## config.mk

```make
export PLATFORM = sky130hd
export DESIGN_NAME = tcp_tx_stream_gen
export DESIGN_NICKNAME = d
export VERILOG_FILES = /design/src/rtl/tcp_test_pkg.sv /design/src/rtl/tcp_seq_lane_gen.sv /design/src/rtl/tcp_tx_stream_gen.sv
export SDC_FILE = /design/constraint.sdc
export NUM_CORES = 2
export LEC_CHECK = 0
export CORE_MARGIN = 2
export CORE_UTILIZATION = 55
export CTS_BUF_LIST = sky130_fd_sc_hd__clkbuf_2
export DETAILED_ROUTE_END_ITERATION = 16
export PLACE_DENSITY = 0.73
export SKIP_CTS_REPAIR_TIMING = 1
export SLEW_MARGIN = 20
export SYNTH_ARGS = -nofsm -noshare
export SYNTH_HDL_FRONTEND = slang
export SYNTH_HIERARCHICAL = 1
export SYNTH_SLANG_ARGS = --single-unit
```

## constraint.sdc

```tcl
create_clock -name CLK156M -period 5.72 [get_ports CLK156M]
set_clock_uncertainty 0.05 [all_clocks]
set_input_delay 1.144 -clock CLK156M [delete_from_list [all_inputs] [get_ports CLK156M]]
set_output_delay 1.144 -clock CLK156M [all_outputs]
set_load 0.1 [all_outputs]
```

## src/rtl/tcp_test_pkg.sv

```systemverilog
// Shared types and constants for the SiTCP-XG TX stream generator.
// Header layout, pacing constants and the PRBS-32 step live here.
package tcp_test_pkg;

  typedef enum logic [1:0] {
    S_IDLE,
    S_HDR,
    S_DATA,
    S_FIN
  } state_e;

  localparam int RATE_DEN = 100;
  localparam int ACC_MAX  = 2 * RATE_DEN - 1;

  localparam logic [31:0] PRBS_POLY = 32'h8020_0003;

  localparam int HDR_CH_LSB  = 56;
  localparam int HDR_CH_W    = 8;
  localparam int HDR_CNT_LSB = 32;
  localparam int HDR_CNT_W   = 24;
  localparam int HDR_LEN_LSB = 0;
  localparam int HDR_LEN_W   = 32;

  function automatic bit data_w_ok(input int w);
    return (w == 64) || (w == 128);
  endfunction

  // Galois form: shift right, fold the polynomial in when bit 0 falls out
  function automatic logic [31:0] prbs_step(input logic [31:0] s);
    return {1'b0, s[31:1]} ^ (s[0] ? PRBS_POLY : 32'h0);
  endfunction

endpackage

```

## src/rtl/tcp_seq_lane_gen.sv

```systemverilog
// Next payload word and next sequence state for one channel.
// Lane k carries state+k (incrementing) or the LFSR after k+1 steps.
module tcp_seq_lane_gen
  import tcp_test_pkg::*;
#(
  parameter int DATA_W = 64
) (
  input  logic              mode,
  input  logic [31:0]       state,
  output logic [DATA_W-1:0] word,
  output logic [31:0]       state_nxt
);

  localparam int LANES = DATA_W / 32;

  logic [31:0] lfsr;

  always_comb begin
    word = '0;
    lfsr = state;
    for (int k = 0; k < LANES; k++) begin
      lfsr = prbs_step(lfsr);
      word[32*k +: 32] = mode ? lfsr : state + 32'(k);
    end
    state_nxt = mode ? lfsr : state + 32'(LANES);
  end

endmodule

```

## src/rtl/tcp_tx_stream_gen.sv

```systemverilog
// Multi-channel framed TX generator for the SiTCP-XG data path.
// Blocks are round-robin interleaved across channels, credit-paced.
module tcp_tx_stream_gen
  import tcp_test_pkg::*;
#(
  parameter int DATA_W = 64,
  parameter int NUM_CH = 4,
  parameter int CNT_W  = 64,
  parameter int BLK_W  = 24
) (
  input  logic                        CLK156M,
  input  logic                        RSTn,
  input  logic                        ESTABLISHED,
  input  logic                        DATA_GEN,
  input  logic [7:0]                  TX_RATE,
  input  logic [CNT_W-1:0]            NUM_OF_DATA,
  input  logic [BLK_W-1:0]            BLK_SIZE,
  input  logic [NUM_CH-1:0]           CH_EN,
  input  logic                        MODE,
  input  logic [31:0]                 SEQ_PATTERN,
  input  logic                        INS_ERROR,
  input  logic                        TX_AFULL,
  output logic [DATA_W-1:0]           TX_D,
  output logic [$clog2(DATA_W/8):0]   TX_B,
  output logic                        BUSY,
  output logic                        DONE,
  output logic                        ABORT,
  output logic [CNT_W-1:0]            SENT_BYTES
);

  localparam int NB   = DATA_W / 8;
  localparam int BW   = $clog2(NB) + 1;
  localparam int CH_W = (NUM_CH > 1) ? $clog2(NUM_CH) : 1;

  if (!data_w_ok(DATA_W)) begin : g_bad_w
    $error("tcp_tx_stream_gen: DATA_W must be 64 or 128");
  end

  function automatic logic [CH_W-1:0] first_ch(
    input logic [NUM_CH-1:0] en
  );
    logic [CH_W-1:0] r;
    r = '0;
    for (int i = NUM_CH - 1; i >= 0; i--)
      if (|(en & (NUM_CH'(1) << i))) r = CH_W'(i);
    return r;
  endfunction

  // Nearest enabled channel after cur, wrapping; cur itself if alone
  function automatic logic [CH_W-1:0] next_ch(
    input logic [CH_W-1:0]   cur,
    input logic [NUM_CH-1:0] en
  );
    logic [CH_W-1:0] r;
    int idx;
    r = cur;
    for (int i = NUM_CH - 1; i >= 1; i--) begin
      idx = int'(cur) + i;
      if (idx >= NUM_CH) idx = idx - NUM_CH;
      if (|(en & (NUM_CH'(1) << idx))) r = CH_W'(idx);
    end
    return r;
  endfunction

  state_e state_q, state_d;

  logic              dgen_q;
  logic [8:0]        acc_q, acc_d;
  logic [7:0]        rate_q, rate_d;
  logic [CNT_W-1:0]  num_q, num_d;
  logic [CNT_W-1:0]  sent_q, sent_d;
  logic [CNT_W-1:0]  brem_q, brem_d;
  logic [BLK_W-1:0]  bsz_q, bsz_d;
  logic [NUM_CH-1:0] chen_q, chen_d;
  logic              mode_q, mode_d;
  logic [CH_W-1:0]   ch_q, ch_d;
  logic [31:0]       seq_q [NUM_CH];
  logic [31:0]       seq_d [NUM_CH];
  logic [23:0]       bcnt_q [NUM_CH];
  logic [23:0]       bcnt_d [NUM_CH];
  logic              err_q, err_d;
  logic [DATA_W-1:0] txd_q, txd_d;
  logic [BW-1:0]     txb_q, txb_d;
  logic              busy_q, busy_d;
  logic              done_q, done_d;
  logic              abort_q, abort_d;

  logic              start;
  logic              slot;
  logic [8:0]        acc_sum;
  logic [8:0]        acc_nxt;
  logic [CNT_W-1:0]  rem;
  logic [CNT_W-1:0]  bsz_ext;
  logic [CNT_W-1:0]  blen;
  logic [BW-1:0]     nbytes;
  logic [CNT_W-1:0]  nbytes_ext;
  logic [7:0]        ch_id;
  logic [DATA_W-1:0] hdr_word;
  logic [DATA_W-1:0] pay_word;
  logic [DATA_W-1:0] lane_word;
  logic [31:0]       lane_nxt;

  tcp_seq_lane_gen #(
    .DATA_W (DATA_W)
  ) u_lane (
    .mode      (mode_q),
    .state     (seq_q[ch_q]),
    .word      (lane_word),
    .state_nxt (lane_nxt)
  );

  always_comb begin
    start   = DATA_GEN & ~dgen_q;
    acc_sum = acc_q + 9'(rate_q);
    slot    = (acc_sum >= 9'(RATE_DEN)) && !TX_AFULL;
    if (slot)
      acc_nxt = acc_sum - 9'(RATE_DEN);
    else if (acc_sum > 9'(ACC_MAX))
      acc_nxt = 9'(ACC_MAX);
    else
      acc_nxt = acc_sum;
    rem     = num_q - sent_q;
    bsz_ext = CNT_W'(bsz_q);
    blen    = (bsz_q == '0 || bsz_ext > rem) ? rem : bsz_ext;
    nbytes  = (brem_q >= CNT_W'(NB)) ? BW'(NB)
                                     : brem_q[BW-1:0];
    nbytes_ext = CNT_W'(nbytes);
    ch_id = '0;
    ch_id[CH_W-1:0] = ch_q;
    hdr_word = '0;
    hdr_word[HDR_CH_LSB +: HDR_CH_W]   = ch_id;
    hdr_word[HDR_CNT_LSB +: HDR_CNT_W] = bcnt_q[ch_q];
    hdr_word[HDR_LEN_LSB +: HDR_LEN_W] = HDR_LEN_W'(blen);
    // Injected error only touches the wire, never the sequence state
    pay_word = lane_word ^ DATA_W'(err_q);
  end

  always_comb begin
    state_d = state_q;
    acc_d   = acc_q;
    rate_d  = rate_q;
    num_d   = num_q;
    bsz_d   = bsz_q;
    chen_d  = chen_q;
    mode_d  = mode_q;
    ch_d    = ch_q;
    sent_d  = sent_q;
    brem_d  = brem_q;
    seq_d   = seq_q;
    bcnt_d  = bcnt_q;
    err_d   = err_q | INS_ERROR;
    txd_d   = '0;
    txb_d   = '0;
    done_d  = 1'b0;
    abort_d = 1'b0;
    if (state_q != S_IDLE && !ESTABLISHED) begin
      state_d = S_IDLE;
      abort_d = 1'b1;
    end else begin
      unique case (state_q)
        S_IDLE: begin
          if (start && ESTABLISHED && CH_EN != '0) begin
            rate_d = (TX_RATE >= 8'(RATE_DEN)) ? 8'(RATE_DEN)
                                               : TX_RATE;
            num_d  = NUM_OF_DATA;
            bsz_d  = BLK_SIZE;
            chen_d = CH_EN;
            mode_d = MODE;
            acc_d  = '0;
            sent_d = '0;
            ch_d   = first_ch(CH_EN);
            for (int i = 0; i < NUM_CH; i++) begin
              seq_d[i]  = SEQ_PATTERN ^ 32'(i);
              bcnt_d[i] = '0;
            end
            state_d = (NUM_OF_DATA == '0) ? S_FIN : S_HDR;
          end
        end
        S_HDR: begin
          acc_d = acc_nxt;
          if (slot) begin
            txd_d   = hdr_word;
            txb_d   = BW'(NB);
            brem_d  = blen;
            state_d = S_DATA;
          end
        end
        S_DATA: begin
          acc_d = acc_nxt;
          if (slot) begin
            txd_d = pay_word;
            txb_d = nbytes;
            sent_d = sent_q + nbytes_ext;
            brem_d = brem_q - nbytes_ext;
            seq_d[ch_q] = lane_nxt;
            if (err_q) err_d = INS_ERROR;
            if (brem_q == nbytes_ext) begin
              bcnt_d[ch_q] = bcnt_q[ch_q] + 24'd1;
              ch_d = next_ch(ch_q, chen_q);
              state_d = (rem > nbytes_ext) ? S_HDR : S_FIN;
            end
          end
        end
        S_FIN: begin
          done_d  = 1'b1;
          state_d = S_IDLE;
        end
        default: state_d = S_IDLE;
      endcase
    end
    busy_d = (state_d != S_IDLE);
  end

  always_ff @(posedge CLK156M or negedge RSTn) begin
    if (!RSTn) begin
      state_q <= S_IDLE;
      dgen_q  <= 1'b0;
      acc_q   <= '0;
      rate_q  <= '0;
      num_q   <= '0;
      sent_q  <= '0;
      brem_q  <= '0;
      bsz_q   <= '0;
      chen_q  <= '0;
      mode_q  <= 1'b0;
      ch_q    <= '0;
      for (int i = 0; i < NUM_CH; i++) begin
        seq_q[i]  <= '0;
        bcnt_q[i] <= '0;
      end
      err_q   <= 1'b0;
      txd_q   <= '0;
      txb_q   <= '0;
      busy_q  <= 1'b0;
      done_q  <= 1'b0;
      abort_q <= 1'b0;
    end else begin
      state_q <= state_d;
      dgen_q  <= DATA_GEN;
      acc_q   <= acc_d;
      rate_q  <= rate_d;
      num_q   <= num_d;
      sent_q  <= sent_d;
      brem_q  <= brem_d;
      bsz_q   <= bsz_d;
      chen_q  <= chen_d;
      mode_q  <= mode_d;
      ch_q    <= ch_d;
      seq_q   <= seq_d;
      bcnt_q  <= bcnt_d;
      err_q   <= err_d;
      txd_q   <= txd_d;
      txb_q   <= txb_d;
      busy_q  <= busy_d;
      done_q  <= done_d;
      abort_q <= abort_d;
    end
  end

  assign TX_D       = txd_q;
  assign TX_B       = txb_q;
  assign BUSY       = busy_q;
  assign DONE       = done_q;
  assign ABORT      = abort_q;
  assign SENT_BYTES = sent_q;

endmodule

```

==> out/metrics.yaml <==
synthesis:
  mappedNetlistNets: 4245
  yosysTopAreaCell: "dfrtp_1"
  ys_seq_elements: 539
  yosysSeqAreaShare_pct: 38.5
  avgSynthCellArea_um2: 8.81
  synth_top_area_share_pct: 38.5
  syn_inst: 3982
  yosysWarnings: 6
  synthDistinctLibCells: 106
  syn_area_um2: 35100
  ys.flop_type: "dfrtp_1"
  synth_async_sr_flop_share_pct: 100
  synthTopCellsByArea: "dfrtp_1 (38%), o21ai_0 (5.9%), nand2_1 (5.2%)"
  synth-edff-count: 0
cts:
  clk_pin_slew_ns: 0.11
  clock_sinks: 539
  numCtsBuffers: 146
  tritoncts: "built"
  cts-root-buf: "clkbuf_2"
  clock_latency_ns: 1.38
  max-clock-path-buffers: 3
  htreeDepth: 4
timing:
  rsz0062_at_grt: "false"
  max_freq_mhz: 185
  finalSetupTns_ns: 0
  slew_headroom_pct: 23.1
  hold_viol: 0
  maxSlewViolCount: 0
  fin_crit_ns: 5.40
  setup_violations: 0
  worst_pin_slew_ns: 1.15
  fin_crit_sh_pct: 94.3
  fin_ws_ns: 0.324
critical_path:
  path_class: "reg2reg"
  crit_path_start_kind: "flop"
  cp_data_required_time_ns: 6.88
  cp_max_fo: 10
  crit_path_end_kind: "flop"
  critPathArrivalTime_ns: 6.56
detailed_routing:
  first_pass_iters: 6
  routedWlPerCell_um: 23.0
  drc_errors: 0
  viasPerCell: 6.42
  drtIter0Drc: 3306
  routed_wl_mm: 120
  antenna_left: 0
  vias: 33300
placement:
  globalplace.congestion: 1.04
  io_buffers: 273
  hpwl_mm: 86.9
  dp_slack_ns: -0.195
floorplan:
  dieHeight_um: 257
  die_area_um2: 65800
  die_x_um: 257
  core_um2: 63100
  start_util_pct: 55.6
  num_rows: 92
  ios: 274
global_routing:
  overflow: 0
  antenna_found_initial: 6
  grt_max_degree: 121
  grt_pass1_vias: 31900
  grt_pass1_wl_mm: 184
  grtUsageTotal_pct: 35.8
power:
  p_int_w: 0.0114
  p_sw_share_pct: 53.0
  powerDensity_nw_per_um2: 606
  p_clk_share_pct: 11.7
  seq_power_share_pct: 24.8
  p_leak_nw: 16.7
  ir_worst_vdd_v: 0.000404
  combPwrFrac_pct: 63.5
  switchingPower_w: 0.0129
cells_and_area:
  nFillCells: 5580
  syn_to_final_growth_pct: 14.2
  layout-drive-gt1-share_pct: 13.3
  nNetsFinal: 4499
min_path:
  hp-class: "in2reg"
run_status:
  status: "complete, no violations"
flow_run:
  maxCapViolations: 0
[final cells by class]
cell class,count,area [um2],area share [%]
multi-input combinational,3046,20100,50.2
inverter,134,503,1.26
tap,846,1060,2.64
clock buffer,197,986,2.46
timing repair buffer,369,3560,8.88
antenna,4,10.0,0.0250
clock inverter,52,334,0.834
sequential,539,13500,33.7
[kinds of logic (layout without fill, tap and decap cells)]
family | after synthesis | in the layout | share of synthesized area (%)
other | 1 | 5 | 0.0107
and+or+nand+nor | 1312 | 1312 | 18.3
buffers and inverters | 397 | 752 | 4.60
xor gates and xnor gates | 167 | 167 | 4.17
adders and majority gates | 124 | 124 | 4.49
DFF | 539 | 539 | 38.5
muxes | 230 | 230 | 8.99
AOI/OAI and AO/OA | 1212 | 1212 | 20.9
[Yosys cell counts, types with 19 or more instances]
master	number
a21o_1	38
a21oi_1	303
a22o_1	33
a22oi_1	21
a31oi_1	19
and2_1	28
and3_1	41
and4_1	22
buf_1	20
buf_2	23
clkbuf_1	197
dfrtp_1	539
ha_1	121
inv_1	133
mux2_2	120
mux2i_1	54
mux4_2	56
nand2_1	484
nand2b_1	22
nand3_1	102
nand4_1	65
nor2_1	244
nor3_1	85
nor4_1	69
o211ai_1	19
o21a_1	21
o21ai_0	414
o21ai_1	38
o22ai_1	130
or3_1	41
or4_1	28
xnor2_1	119
xor2_1	48
[stage by stage]
stage | utilization, % | cells | hold WS (ns) | power [W] | cell area (um2)
final | 63.5 | 5187 | 0.232 | 0.0243 | 40000
after global routing | 63.5 | 5187 | 0.148 | 0.0258 | 40000
after CTS | 63.3 | 5178 | -0.345 | 0.0238 | 39900
after detailed placement | 61.2 | 4929 | 0.415 | 0.0210 | 38600
after global placement | 61.2 | 4929 | 0.406 | 0.0208 | 38600
after floorplan | - | 3982 | 0.395 | 0.0162 | 35100
[layout by cell type, fill, tap and decap left out, drive strengths merged, types with 21 or more instances in the layout]
cell type      instances
a21o                  38
a21oi                307
a22o                  33
a22oi                 21
and2                  28
and3                  41
and4                  25
buf                   96
clkbuf               197
clkdlybuf4s50        272
clkinv                43
dfrtp                539
ha                   121
inv                  137
mux2                 120
mux2i                 54
mux4                  56
nand2                485
nand2b                23
nand3                102
nand4                 71
nor2                 246
nor3                  86
nor4                  72
o21a                  21
o21ai                453
o22ai                130
or3                   42
or4                   31
xnor2                119
xor2                  48
[routing by layer]
| metal | wire [um] | GRT usage (%) |
|---|---|---|
| met1 | 49000 | 48.1 |
| met4 | 5200 | 16.4 |
| met3 | 10800 | 7.40 |
| met2 | 54500 | 55.7 |
| met5 | 20 | 0 |
[state kept, by name, indices dropped and copies added, names as in the netlist, 4 cells and up]
| signal | flops |
|---|---|
| seq_q | 128 |
| bcnt_q | 96 |
| SENT_BYTES | 64 |
| TX_D | 64 |
| brem_q | 64 |
| num_q | 64 |
| bsz_q | 24 |
| acc_q | 9 |
| rate_q | 8 |
| TX_B | 4 |
| chen_q | 4 |
[critical path: stages (launching register included)]
cell and delay (ns):
dfrtp_1 0.44, or4_1 0.65, or3b_2 0.58, nor4_4 0.33
and2_2 0.27, nand2b_2 0.17, inv_1 0.17, nand2_1 0.13
inv_1 0.14, ha_1 0.18, a21o_1 0.09, a21oi_1 0.10
nor2b_1 0.18, nor2_1 0.06, nor2_1 0.27, nand2_1 0.26
nor2_1 0.16, nor4b_2 0.25, nand2_2 0.21, nor4_1 0.34
xnor2_1 0.17, nor2_1 0.05
[worst paths after layout]
kind / cells after the start / startpoint / endpoint / slack (ns)
max: 21 / brem_q[6]$_DFFE_PN0P_ / SENT_BYTES[61]$_DFFE_PN0P_ / 0.32
min: 1 / DATA_GEN / dgen_q$_DFF_PN0_ / 0.23
max reg2reg: 21 / brem_q[6]$_DFFE_PN0P_ / SENT_BYTES[61]$_DFFE_PN0P_ / 0.32
min reg2reg: 2 / bcnt_q[35]$_DFFE_PN0P_ / bcnt_q[35]$_DFFE_PN0P_ / 0.43
max in group asynchronous: 3 / RSTn / num_q[35]$_DFFE_PN0P_ / 4.00
min in group asynchronous: 2 / RSTn / seq_q[77]$_DFFE_PN0P_ / 0.34
[power groups by stage]
stage,sequential [W],combinational (W),clock [W]
2_1_floorplan,0.00635,0.00990,0
4_1_cts,0.00597,0.0150,0.00290
6_report,0.00602,0.0154,0.00285
5_1_grt,0.00614,0.0165,0.00310
3_5_place_dp,0.00604,0.0149,0
3_3_place_gp,0.00600,0.0148,0
Power figures use the tool's default switching activity.
